<file path="src/rtl/sim_harness_pkg.sv">
// Shared types and default address map for the simulation harness controller.
package sim_harness_pkg;

    typedef enum logic [1:0] {
        S_RESET = 2'd0,
        S_RUN   = 2'd1,
        S_DONE  = 2'd2
    } harness_state_t;

    typedef enum logic [1:0] {
        ST_NONE    = 2'd0,
        ST_PASS    = 2'd1,
        ST_FAIL    = 2'd2,
        ST_TIMEOUT = 2'd3
    } harness_status_t;

    localparam logic [31:0] DEFAULT_TOHOST_ADDR  = 32'h0000_1000;
    localparam logic [31:0] DEFAULT_CONSOLE_ADDR = 32'h0000_1004;

    // A finished test passes only when the reported exit code is zero.
    function automatic harness_status_t exit_status(input logic exit_is_zero);
        return exit_is_zero ? ST_PASS : ST_FAIL;
    endfunction

endpackage

</file>
<file path="src/rtl/sim_harness_ctrl_sat_counter.sv">
// Up-counter that stops at LIMIT; clear has priority over enable.
module sat_counter #(
    parameter int          W     = 4,
    parameter int unsigned LIMIT = 15
) (
    input  logic         clk,
    input  logic         rst,
    input  logic         clr,
    input  logic         en,
    output logic [W-1:0] count,
    output logic         at_limit
);

    localparam logic [W-1:0] LIMIT_V = W'(LIMIT);

    logic [W-1:0] count_q;
    logic [W-1:0] count_d;

    always_comb begin
        count_d = count_q;
        if (clr) begin
            count_d = '0;
        end else if (en && (count_q != LIMIT_V)) begin
            count_d = count_q + 1'b1;
        end
    end

    always_ff @(posedge clk or posedge rst) begin
        if (rst) begin
            count_q <= '0;
        end else begin
            count_q <= count_d;
        end
    end

    assign count    = count_q;
    assign at_limit = (count_q == LIMIT_V);

endmodule

</file>
<file path="src/rtl/sim_harness_ctrl.sv">
// Harness controller: sequences core reset, runs a watchdog, and decodes the
// tohost completion and console character writes into registered status.
module sim_harness_ctrl
    import sim_harness_pkg::*;
#(
    parameter int                ADDR_W         = 32,
    parameter int                DATA_W         = 32,
    parameter int                RESET_CYCLES   = 4,
    parameter int                TIMEOUT_CYCLES = 3600,
    parameter logic [ADDR_W-1:0] TOHOST_ADDR    = ADDR_W'(DEFAULT_TOHOST_ADDR),
    parameter logic [ADDR_W-1:0] CONSOLE_ADDR   = ADDR_W'(DEFAULT_CONSOLE_ADDR),
    localparam int               CNT_W          = $clog2(TIMEOUT_CYCLES + 1)
) (
    input  logic              clk,
    input  logic              reset,
    input  logic              sw_reset,
    input  logic              mem_valid,
    input  logic [ADDR_W-1:0] mem_addr,
    input  logic [DATA_W-1:0] mem_data,
    output logic              core_reset_n,
    output logic [CNT_W-1:0]  cycle_count,
    output logic              console_valid,
    output logic [7:0]        console_char,
    output logic              done,
    output logic              pass,
    output logic              fail,
    output logic              timeout,
    output logic [DATA_W-2:0] exit_code
);

    localparam int               RST_W    = $clog2(RESET_CYCLES + 1);
    localparam logic [RST_W-1:0] RST_LAST = RST_W'(RESET_CYCLES - 1);
    localparam logic [CNT_W-1:0] WD_LAST  = CNT_W'(TIMEOUT_CYCLES - 1);

    harness_state_t  state_q, state_d;
    harness_status_t status_q, status_d;
    logic              core_reset_n_q, core_reset_n_d;
    logic              console_valid_q, console_valid_d;
    logic [7:0]        console_char_q, console_char_d;
    logic [DATA_W-2:0] exit_code_q, exit_code_d;
    logic              done_q, done_d;
    logic              pass_q, pass_d;
    logic              fail_q, fail_d;
    logic              timeout_q, timeout_d;

    logic             rst_clr, rst_en, rst_at_limit, rst_done;
    logic [RST_W-1:0] rst_count;
    logic             run_clr, run_en, run_at_limit, wd_hit;
    logic [CNT_W-1:0] run_count;
    logic             tohost_hit, console_hit;

    assign rst_en = (state_q == S_RESET);

    sat_counter #(.W(RST_W), .LIMIT(RESET_CYCLES - 1)) u_rst_cnt (
        .clk      (clk),
        .rst      (reset),
        .clr      (rst_clr),
        .en       (rst_en),
        .count    (rst_count),
        .at_limit (rst_at_limit)
    );

    sat_counter #(.W(CNT_W), .LIMIT(TIMEOUT_CYCLES)) u_run_cnt (
        .clk      (clk),
        .rst      (reset),
        .clr      (run_clr),
        .en       (run_en),
        .count    (run_count),
        .at_limit (run_at_limit)
    );

    // The saturation checks are unreachable in normal sequencing; they keep a
    // corrupted counter from stalling the harness forever.
    assign rst_done    = rst_at_limit || (rst_count > RST_LAST);
    assign wd_hit      = (run_count == WD_LAST) || run_at_limit;
    assign tohost_hit  = mem_valid && (mem_addr == TOHOST_ADDR) && mem_data[0];
    assign console_hit = mem_valid && (mem_addr == CONSOLE_ADDR);

    always_comb begin
        state_d         = state_q;
        status_d        = status_q;
        exit_code_d     = exit_code_q;
        console_valid_d = 1'b0;
        console_char_d  = console_char_q;
        rst_clr         = 1'b0;
        run_clr         = 1'b0;
        run_en          = 1'b0;

        if (sw_reset) begin
            state_d        = S_RESET;
            status_d       = ST_NONE;
            exit_code_d    = '0;
            console_char_d = '0;
            rst_clr        = 1'b1;
            run_clr        = 1'b1;
        end else begin
            unique case (state_q)
                S_RESET: begin
                    if (rst_done) begin
                        state_d = S_RUN;
                        rst_clr = 1'b1;
                    end
                end
                S_RUN: begin
                    if (console_hit) begin
                        console_valid_d = 1'b1;
                        console_char_d  = mem_data[7:0];
                    end
                    // Completion beats the watchdog; the run count freezes on exit.
                    if (tohost_hit) begin
                        state_d     = S_DONE;
                        exit_code_d = mem_data[DATA_W-1:1];
                        status_d    = exit_status(mem_data[DATA_W-1:1] == '0);
                    end else if (wd_hit) begin
                        state_d     = S_DONE;
                        exit_code_d = '0;
                        status_d    = ST_TIMEOUT;
                    end else begin
                        run_en = 1'b1;
                    end
                end
                S_DONE: begin
                end
                default: begin
                    state_d = S_RESET;
                end
            endcase
        end

        core_reset_n_d = (state_d == S_RUN);
        done_d         = (status_d != ST_NONE);
        pass_d         = (status_d == ST_PASS);
        fail_d         = (status_d == ST_FAIL);
        timeout_d      = (status_d == ST_TIMEOUT);
    end

    always_ff @(posedge clk or posedge reset) begin
        if (reset) begin
            state_q         <= S_RESET;
            status_q        <= ST_NONE;
            core_reset_n_q  <= 1'b0;
            console_valid_q <= 1'b0;
            console_char_q  <= '0;
            exit_code_q     <= '0;
            done_q          <= 1'b0;
            pass_q          <= 1'b0;
            fail_q          <= 1'b0;
            timeout_q       <= 1'b0;
        end else begin
            state_q         <= state_d;
            status_q        <= status_d;
            core_reset_n_q  <= core_reset_n_d;
            console_valid_q <= console_valid_d;
            console_char_q  <= console_char_d;
            exit_code_q     <= exit_code_d;
            done_q          <= done_d;
            pass_q          <= pass_d;
            fail_q          <= fail_d;
            timeout_q       <= timeout_d;
        end
    end

    assign core_reset_n  = core_reset_n_q;
    assign cycle_count   = run_count;
    assign console_valid = console_valid_q;
    assign console_char  = console_char_q;
    assign exit_code     = exit_code_q;
    assign done          = done_q;
    assign pass          = pass_q;
    assign fail          = fail_q;
    assign timeout       = timeout_q;

endmodule

</file>
<file path="config.mk">
export PLATFORM = sky130hd
export DESIGN_NAME = sim_harness_ctrl
export DESIGN_NICKNAME = d
export VERILOG_FILES = /design/src/rtl/sim_harness_pkg.sv /design/src/rtl/sim_harness_ctrl_sat_counter.sv /design/src/rtl/sim_harness_ctrl.sv
export SDC_FILE = /design/constraint.sdc
export NUM_CORES = 1
export LEC_CHECK = 0
export CAP_MARGIN = 20
export CORE_ASPECT_RATIO = 1.5
export CORE_MARGIN = 2
export CORE_UTILIZATION = 38
export DETAILED_ROUTE_END_ITERATION = 8
export GPL_ROUTABILITY_DRIVEN = 0
export GPL_TIMING_DRIVEN = 0
export MAX_ROUTING_LAYER = met4
export PLACE_DENSITY = 0.84
export SYNTH_ARGS = -nofsm -noshare
export SYNTH_HDL_FRONTEND = slang
export SYNTH_SLANG_ARGS = --single-unit
</file>
<file path="constraint.sdc">
create_clock -name clk -period 2.2 [get_ports clk]
set_input_delay 0.33 -clock clk [delete_from_list [all_inputs] [get_ports clk]]
set_output_delay 0.33 -clock clk [all_outputs]
set_load 0.01 [all_outputs]
</file>
==> results list <==
- Data arrival time at the worst-slack endpoint: 2420 ps
- Detailed placement finished with a half-perimeter wire length of 5770 um.
- Dominant combinational cell family by area after synthesis: simple AND/OR/NAND/NOR gates
- Routed Antenna Nets: 0
- In this run, placement finished with an instance count of 470.
* Critical path peak fanout: 4
- Of the total synthesized cell area, the portion taken by XOR and XNOR cells is 0.00936.
- The floorplan step defined a die boundary enclosing 8100 um^2.
- Sequential area share after synthesis: 0.571
- Max_cap viols: 0
* Cell area after placement: 4190 um^2
- After floorplanning, the core was divided into 38 placement rows.
- Status: complete, no violations
- Worst relative slew slack: 0.620
- Number of antenna violations at the first check in global routing: 0
- Clock tree synthesis found a total of 64 sinks.
- Final Critical Period: 2190 ps
* Starting utilization of the core area: 0.391
- Most frequent cells in the layout: clkdlybuf4s50_1 (114), dfrtp_1 (62), a22o_1 (31)
* Grt ovf: 0
- DRC marker count from the first detailed-route iteration: 156
- The die is 109 um tall.
- In this run the cell area of the synthesized design comes to 2810 um^2.
- Clock tree from TritonCTS: built
- Synth area leaders: dfrtp_1 (57%), a22o_1 (9.7%), mux2i_1 (3.6%), nor4_1 (3.1%), a21oi_1 (2.5%)
* Avg Vias per Cell: 5.36
- The clock passes through at most 2 buffers.
* Peak ir drop on the vdd network: 424 uV
- The number of global-route vias before repair was 2681.
- The worst setup path is launched from an input port.
- After synthesis, the netlist uses 37 different library cells.
- Post-route DRC: 0
- Area of the core: 7180 um^2
* Worst Tran Pin Value: 569 ps
* Final design utilization: 0.658
* Total of buffers placed on input and output ports: 124
- The library cell used most frequently in the layout, excluding fill and tap cells, is clkdlybuf4s50_1.
* Hold slack final: 370 ps
- The compound-cell area share of the yosys netlist was 0.169.
- Antenna diode count: 0
- CTS placed an instance of clkbuf_8 at the clock tree root.
* Top cell type's share of synthesized area: 0.571
- Synthesis Warnings: 0
- In the final routed layout, each cell accounts on average for 16.4 um.
- 125 I/O pins were placed.
- After detailed routing, the total wire length is 8180 um.
- Arithmetic-cell share of the synthesized area counting full adders, half adders and majority gates: 0.0178
- Crit. End Element: flop
* Share of cells above drive strength 1: 0.155
* CTS clock-pin slew for the worst setup and hold paths: 80 ps
* Mux cell area share after synthesis: 0.0357
- The detailed router placed 2677 vias in this run.
- Number of nets in the layout: 466
- Maximum number of pins on one net before global-route repair: 40
- Area Growth Syn to Fin: 68.2%
- Post-synth EDFFs: 0
* Number of max-slew violations in the final report: 0
- Setup violations remaining at the end of the flow were counted as 0.
- From left edge to right edge, the die measures 74.2 um.
- Highest Clock Rate: 0.456 GHz
- The first global-routing pass estimated 12400 um of wire.
- The first detailed-routing pass ran for 5 iterations.
- Required time worst endpoint: 2430 ps
* Most common flop cell mapped by yosys: dfrtp_1
- Syn_nets: 317
- Worst hold path type: input port to asynchronous set/reset pin
- Number of buffers created by CTS: 9
- In this run the mean area of a mapped cell was 11.5 um^2.
* All-Layer GR Usage: 0.206
- dfrtp_1 takes more of the synthesized area than any other cell.
- The worst setup path is of the input port to flop kind.
- Period Utilization, post-route: 0.997
- For this run, asynchronously set or reset flops after synthesis account for 1.00.
- Dividing total power by cell area gives a power density of 633 nW/um^2.
- Capturing point of the worst reg2reg path: exit_code[14]
- Number of standard cells after synthesis: 245
- With fillers left out, the area of the finished cells amounts to 4720 um^2.
* Share of synthesized cell area in and, or, nand and nor gates: 0.171
* H-Tree Depth: 3
* Final setup TNS: 0 ps
- Final standard cell count with taps included and fillers excluded: 499
- Worst reg-to-reg path cell count: 9
* Flop and latch count out of synthesis: 64
- At the later pin of the worst-skew pair, clock insertion delay measures 330 ps.
* Layout Skew: 12.1 ps
- Setup slack, reg-to-reg: 40 ps
- P_leak: 0.00209 uW
- The count of final hold-check violations came to 0.
* R2r startpoint: u_run_cnt.count[0]
==> cell usage after synthesis (all sizes together) (3+ instances only) <==
library cell  instances
dfrtp                64
a22o                 31
nor2                 18
nor4                 15
a21oi                14
mux2i                10
inv                   8
or3                   8
clkbuf                7
nand2                 7
nand4                 7
nor3                  7
o21ai                 7
or4                   6
buf                   4
ha                    4
o31ai                 4
nand3                 3
nor2b                 3
==> routing by layer <==
layer / wire [um] / global-route usage
met1: 3180 / 0.243
met3: 642 / 0.0481
met4: 94 / 0.0662
met2: 4260 / 0.344
met5: 0 / -
==> layout make-up <==
class / count / area (um^2)
Clock buffer: 12 / 155
Multi-Input combinational cell: 162 / 1270
Sequential cell: 64 / 1600
Timing Repair Buffer: 139 / 1390
Tap cell: 100 / 125
Buffer: 10 / 65.1
Fill cell: 526 / 2460
Inverter: 8 / 30.0
Clock inverter: 4 / 76.3
==> flip-flops by register name (all words and copies together) (netlist names) <==
register         cells
state_q              2
pass                 1
done                 1
u_run_cnt.count     12
status_q             2
timeout              1
u_rst_cnt.count      3
console_valid        1
fail                 1
exit_code           31
core_reset_n         1
console_char         8
==> worst max path at each step <==
stage / end / slack [ps] / depth (start not counted) / startpoint
4_1_cts: console_char[0] / 30 / 7 / mem_addr[16]
6_report: fail / 7 / 6 / mem_addr[18]
5_1_grt: exit_code[27] / -70 / 9 / u_run_cnt.count[1]
3_5_place_dp: exit_code[30] / -640 / 7 / mem_addr[16]
2_1_floorplan: exit_code[10] / 70 / 7 / u_run_cnt.count[0]
3_3_place_gp: exit_code[1] / -780 / 2 / reset
==> where the power goes <==
part / internal, uW / total, uW / switching [uW]
Combinational: 301 / 566 / 264
Sequential: 1220 / 1270 / 48.8
Clock: 703 / 1150 / 448
==> timing repair <==
item,CTS,global route
endpoints found under the setup margin,53,52
hold endpoints to repair,0,0
pin swaps,8,16
resized for setup,17,34
buffers inserted,8,6
hold buffers,0,0
==> per-stage QoR <==
stage / worst slack, ps / power [uW]
after floorplan: 70.3 / 1530
after global placement: -781 / 1750
after CTS: 29.6 / 2980
after global routing: -66.3 / 3130
final: 7.10 / 2990
after detailed placement: -644 / 1770
==> logic make-up (layout without fill, tap and decap cells) <==
logic type / after synthesis / in the layout
compound gates: 63 / 63
xor+xnor: 3 / 3
fa+ha+maj: 4 / 4
buf+inv: 19 / 173
flops: 64 / 64
mux: 10 / 10
simple gates: 82 / 82
==> worst max-delay path, cell delays in order <==
cell,delay [ps]
clkdlybuf4s50_1,420
nor4_2,250
nand4_1,210
or4_4,600
or3_4,430
and3_4,170
Power figures use the tool's default switching activity.
==> edit 1: new RTL, config.mk and constraints unchanged <==
Change the parameter `ADDR_W` from 32 to 16.
--- a/src/rtl/sim_harness_ctrl.sv
+++ b/src/rtl/sim_harness_ctrl.sv
@@ -3,7 +3,7 @@
 module sim_harness_ctrl
     import sim_harness_pkg::*;
 #(
-    parameter int                ADDR_W         = 32,
+    parameter int                ADDR_W         = 16,
     parameter int                DATA_W         = 32,
     parameter int                RESET_CYCLES   = 4,
     parameter int                TIMEOUT_CYCLES = 3600,
Interface: changed (resized mem_addr); port bits go from 125 to 109. No check against the original RTL was run, so the function may have changed too.
==> edit 1 against the original RTL <==
  * Non-clock buffer count decreased by 18
  * Synthesized area increased by 9.9%
  * Clock power increased by 23%
  * Sequential cell count unchanged
  * Sequential share of layout area increased by 0.19 points
  * Global-route usage increased by 0.83 points
  * Critical path depth increased by 2
  * Wire length increased by 9.3%
  * Final area decreased by 0.72%
  * Worst setup slack improved by 81 ps
  * Synthesized cell count increased by 27%
  * First-iteration DRC count increased by 13%
  * Total power increased by 6.1%
  * Sequential power about the same
  * Highest routed layer unchanged
==> edit 1: results (changes against the original RTL) <==
CTS
  – Clock Tree Root: clkbuf_16

Place
  – Post-Place Cell Area: 4305 sq um (+2.7%)
  – HPWL after DPL: 6475 um (+12%)
  – Placed Instances: 524 (+11%)
  – Port bufs: 107 (-14%)

Logic synthesis
  – Sequential area share after synthesis: 0.5195 (-0.05118)
  – Library cells used by synthesis: 39 (+5.4%)
  – Syn_nets: 367 (+16%)
  – XOR/XNOR Fraction of Synth Area: 0.02273 (+0.01336)
  – Post-synthesis mux area share: 0.03937 (+0.003700)
  – Area contributors post-synth: dfrtp_1 52%, a21oi_1 6.2%, nand3_1 5.5%, nand2_1 4.6%, mux2i_1 3.6%
  – Synth Area in Compound Gates: 0.1088 (-0.05976)
  – Post-Synthesis Cells: 311 (+27%)

Route
  – Vias: 2905 (+8.5%)
  – Initial DRC count: 177 (+13%)
  – Drt total wl: 8942 um (+9.3%)
  – First-pass iteration count of the detailed router: 4 (-1)

Setup path
  – R2R depth: 7 (-2)
  – Critical Path AT: 2300 ps (-120 ps)
  – Crit path to: exit_code[18]
  – Reg2reg end: exit_code[1]
  – Slowest CP cell: clkdlybuf4s50_1
  – Worst R2R Setup Slack: 160 ps (+120 ps)

Global route
  – Total track usage: 0.2142 (+0.008252)
  – Met3 usage: 0.04416 (-0.003895)
  – Met2 Resource Use GR: 0.3751 (+0.03068)
  – GR Util met1: 0.2311 (-0.01154)
  – First-pass GRT wire length: 14480 um (+16%)
  – Largest net degree at the start of global routing: 41 (+2.5%)

Layout
  – Layout Nets: 489 (+4.9%)
  – Ratio of cells with drive above 1 in the final layout: 0.09589 (-0.05950)
  – Fin cells: 543 (+8.8%)

STA
  – Relative slew slack: 0.6192 (-0.0009110)
  – Max Freq: 0.4735 GHz (+3.8%)

Status
  – Status: finished, final reports clean

Pwr
  – Pleak: 1.899 nW (-9.3%)
-- edit 1: what timing repair did --
item,in CTS,in global routing
pin swaps,0,6
setup buffers,0,3
resized for setup,2,12
setup endpoints to repair,16,35
-- edit 1: metal layers --
| metal | vias up | share of wire |
|---|---|---|
| met2 | 112 | 0.54 |
| met1 | 1414 | 0.38 |
| met5 | - | 0 |
| li1 | 1352 | - |
| met4 | 0 | 0.034 |
| met3 | 27 | 0.049 |
-- edit 1: worst register-to-register path, cell delays in order, from the launching register on --
cell and delay (ps):
dfrtp_1 410, ha_1 260, and4b_1 240, o2111ai_2 250
buf_2 260, buf_2 270, nand3_1 120, a21oi_1 140
-- edit 1: area by class of cell --
type / instances / area [sq um]
Clock buffer: 13 / 260.3
Multi-Input combinational cell: 219 / 1389
Tap cell: 105 / 131.4
Sequential cell: 64 / 1602
Clock inverter: 3 / 40.04
Timing Repair Buffer: 111 / 1126
Buffer: 20 / 108.9
Fill cell: 674 / 3271
Inverter: 8 / 30.03
==> edit 2: new RTL, same flow settings <==
Without the edit above. Register the output `cycle_count`, cleared by the reset; this adds one clock of latency there. The other outputs are not delayed to match.
--- a/src/rtl/sim_harness_ctrl.sv
+++ b/src/rtl/sim_harness_ctrl.sv
@@ -161,7 +161,13 @@
     end
 
     assign core_reset_n  = core_reset_n_q;
-    assign cycle_count   = run_count;
+    always_ff @(posedge clk or posedge reset) begin
+        if (reset) begin
+            cycle_count <= '0;
+        end else begin
+            cycle_count <= run_count;
+        end
+    end
     assign console_valid = console_valid_q;
     assign console_char  = console_char_q;
     assign exit_code     = exit_code_q;
Behaviour: not the same (a bounded check fails within 10 cycles, from zero or initial values and one cycle with reset high).
==> edit 2 against the original RTL <==
  * Synthesized area grew 21%
  * Highest routed layer unchanged
  * Largest cell class unchanged
  * Utilization shrank 7.0 points
  * Sequential power grew 18%
  * Critical path depth grew 1
  * Wire length grew 12%
  * Critical endpoint is now u_run_cnt.count[11]
  * Worst hold slack gained 4.5 ps
  * Synthesized cell count grew 8.6%
  * Total power grew 21%
  * Sequential cell count grew 12
  * Final area grew 9.2%
  * Count of clock-buffer cells in the layout shrank 1
  * Non-clock buffer count shrank 6
  * Worst setup slack gained 62 ps
  * Largest power group is now clock
==> edit 2: results (changes against the original RTL) <==
Setup path
  – Critical-path maximum fanout: 10 (+6)
  – Critical Path AT: 2350 ps (-70 ps)
  – Slowest CP cell: nor4b_1
  – Crit-path max cell delay: 510 ps (-90 ps)

Logic synthesis
  – Post-synthesis mux area share: 0.02574 (-0.009922)
  – Most common library cells after synthesis: 76 x dfrtp_1, 31 x a32o_1, 16 x nor2_1
  – XOR/XNOR Fraction of Synth Area: 0.002574 (-0.006788)
  – Synth Area in Compound Gates: 0.1751 (+0.006540)
  – Share of the synthesized area in the top cell type: 0.5590 (-0.01164)

Status
  – Status: finished, final reports clean

Route
  – First-pass iteration count of the detailed router: 4 (-1)
  – Met2 WL: 5028 um (+18%)
  – DR WL met3: 592 um (-7.8%)
  – Vias: 2883 (+7.7%)

CTS
  – Clock slew at reported path FFs: 60 ps (-20 ps)
  – CTS resizes: 0 (-17)
  – Clock Tree Root: clkbuf_16
  – Clk sinks: 76 (+19%)

Place
  – HPWL after DPL: 7008 um (+21%)
  – Placed Instances: 501 (+6.6%)
  – DP Worst Slack: -273.8 ps (+370.6 ps)

STA
  – Worst-margin pin slew: 523.9 ps (-45.07 ps)

Global route
  – Total track usage: 0.2130 (+0.007088)
  – First-pass GRT wire length: 15190 um (+22%)
  – Met3 usage: 0.05338 (+0.005324)
  – Met2 Resource Use GR: 0.3569 (+0.01253)
  – Largest net degree at the start of global routing: 32 (-20%)

Pwr
  – Pleak: 2.086 nW (-0.39%)
  – Peak supply drop: 0.5712 mV (+35%)
  – Sequential power: 0.00150 W (+18%)
  – NetSw: 0.0008785 W (+15%)

Layout
  – Layout Nets: 474 (+1.7%)
  – Final non-clock buffer share: 0.2706 (-0.03794)
  – CLK BUF: 11 (-1)
  – FILL cells: 715 (+36%)
-- edit 2: changes by cell type after synthesis, moves of 5 or more --
cell     unedited run  this run
a22o_1             31         9
a32o_1              0        31
buf_6               0         6
dfrtp_1            64        76
mux2i_1            10         2
nor3_1              7         2
nor4_1             14         7
nor4_2              1         9
o21ai_0             7         0
or3_1               7         2
-- edit 2: final timing paths --
check	from	endpoint	slack [ps]	cells after the start
min in group asynchronous	reset	pass	380	2
hold reg to reg	u_run_cnt.count[4]	cycle_count[4]	370	0
setup / recovery	mem_valid	u_run_cnt.count[11]	70	7
max in group asynchronous	reset	cycle_count[3]	1310	3
hold / removal	u_run_cnt.count[4]	cycle_count[4]	370	0
setup reg to reg	u_run_cnt.count[6]	pass	260	6
-- edit 2: stage by stage --
step / total power [W] / cell area [sq um]
after floorplan: 0.001793 / 3406
after global placement: 0.002017 / 4775
after detailed placement: 0.002046 / 4815
after CTS: 0.003651 / 5141
after global routing: 0.003773 / 5156
final: 0.003626 / 5156
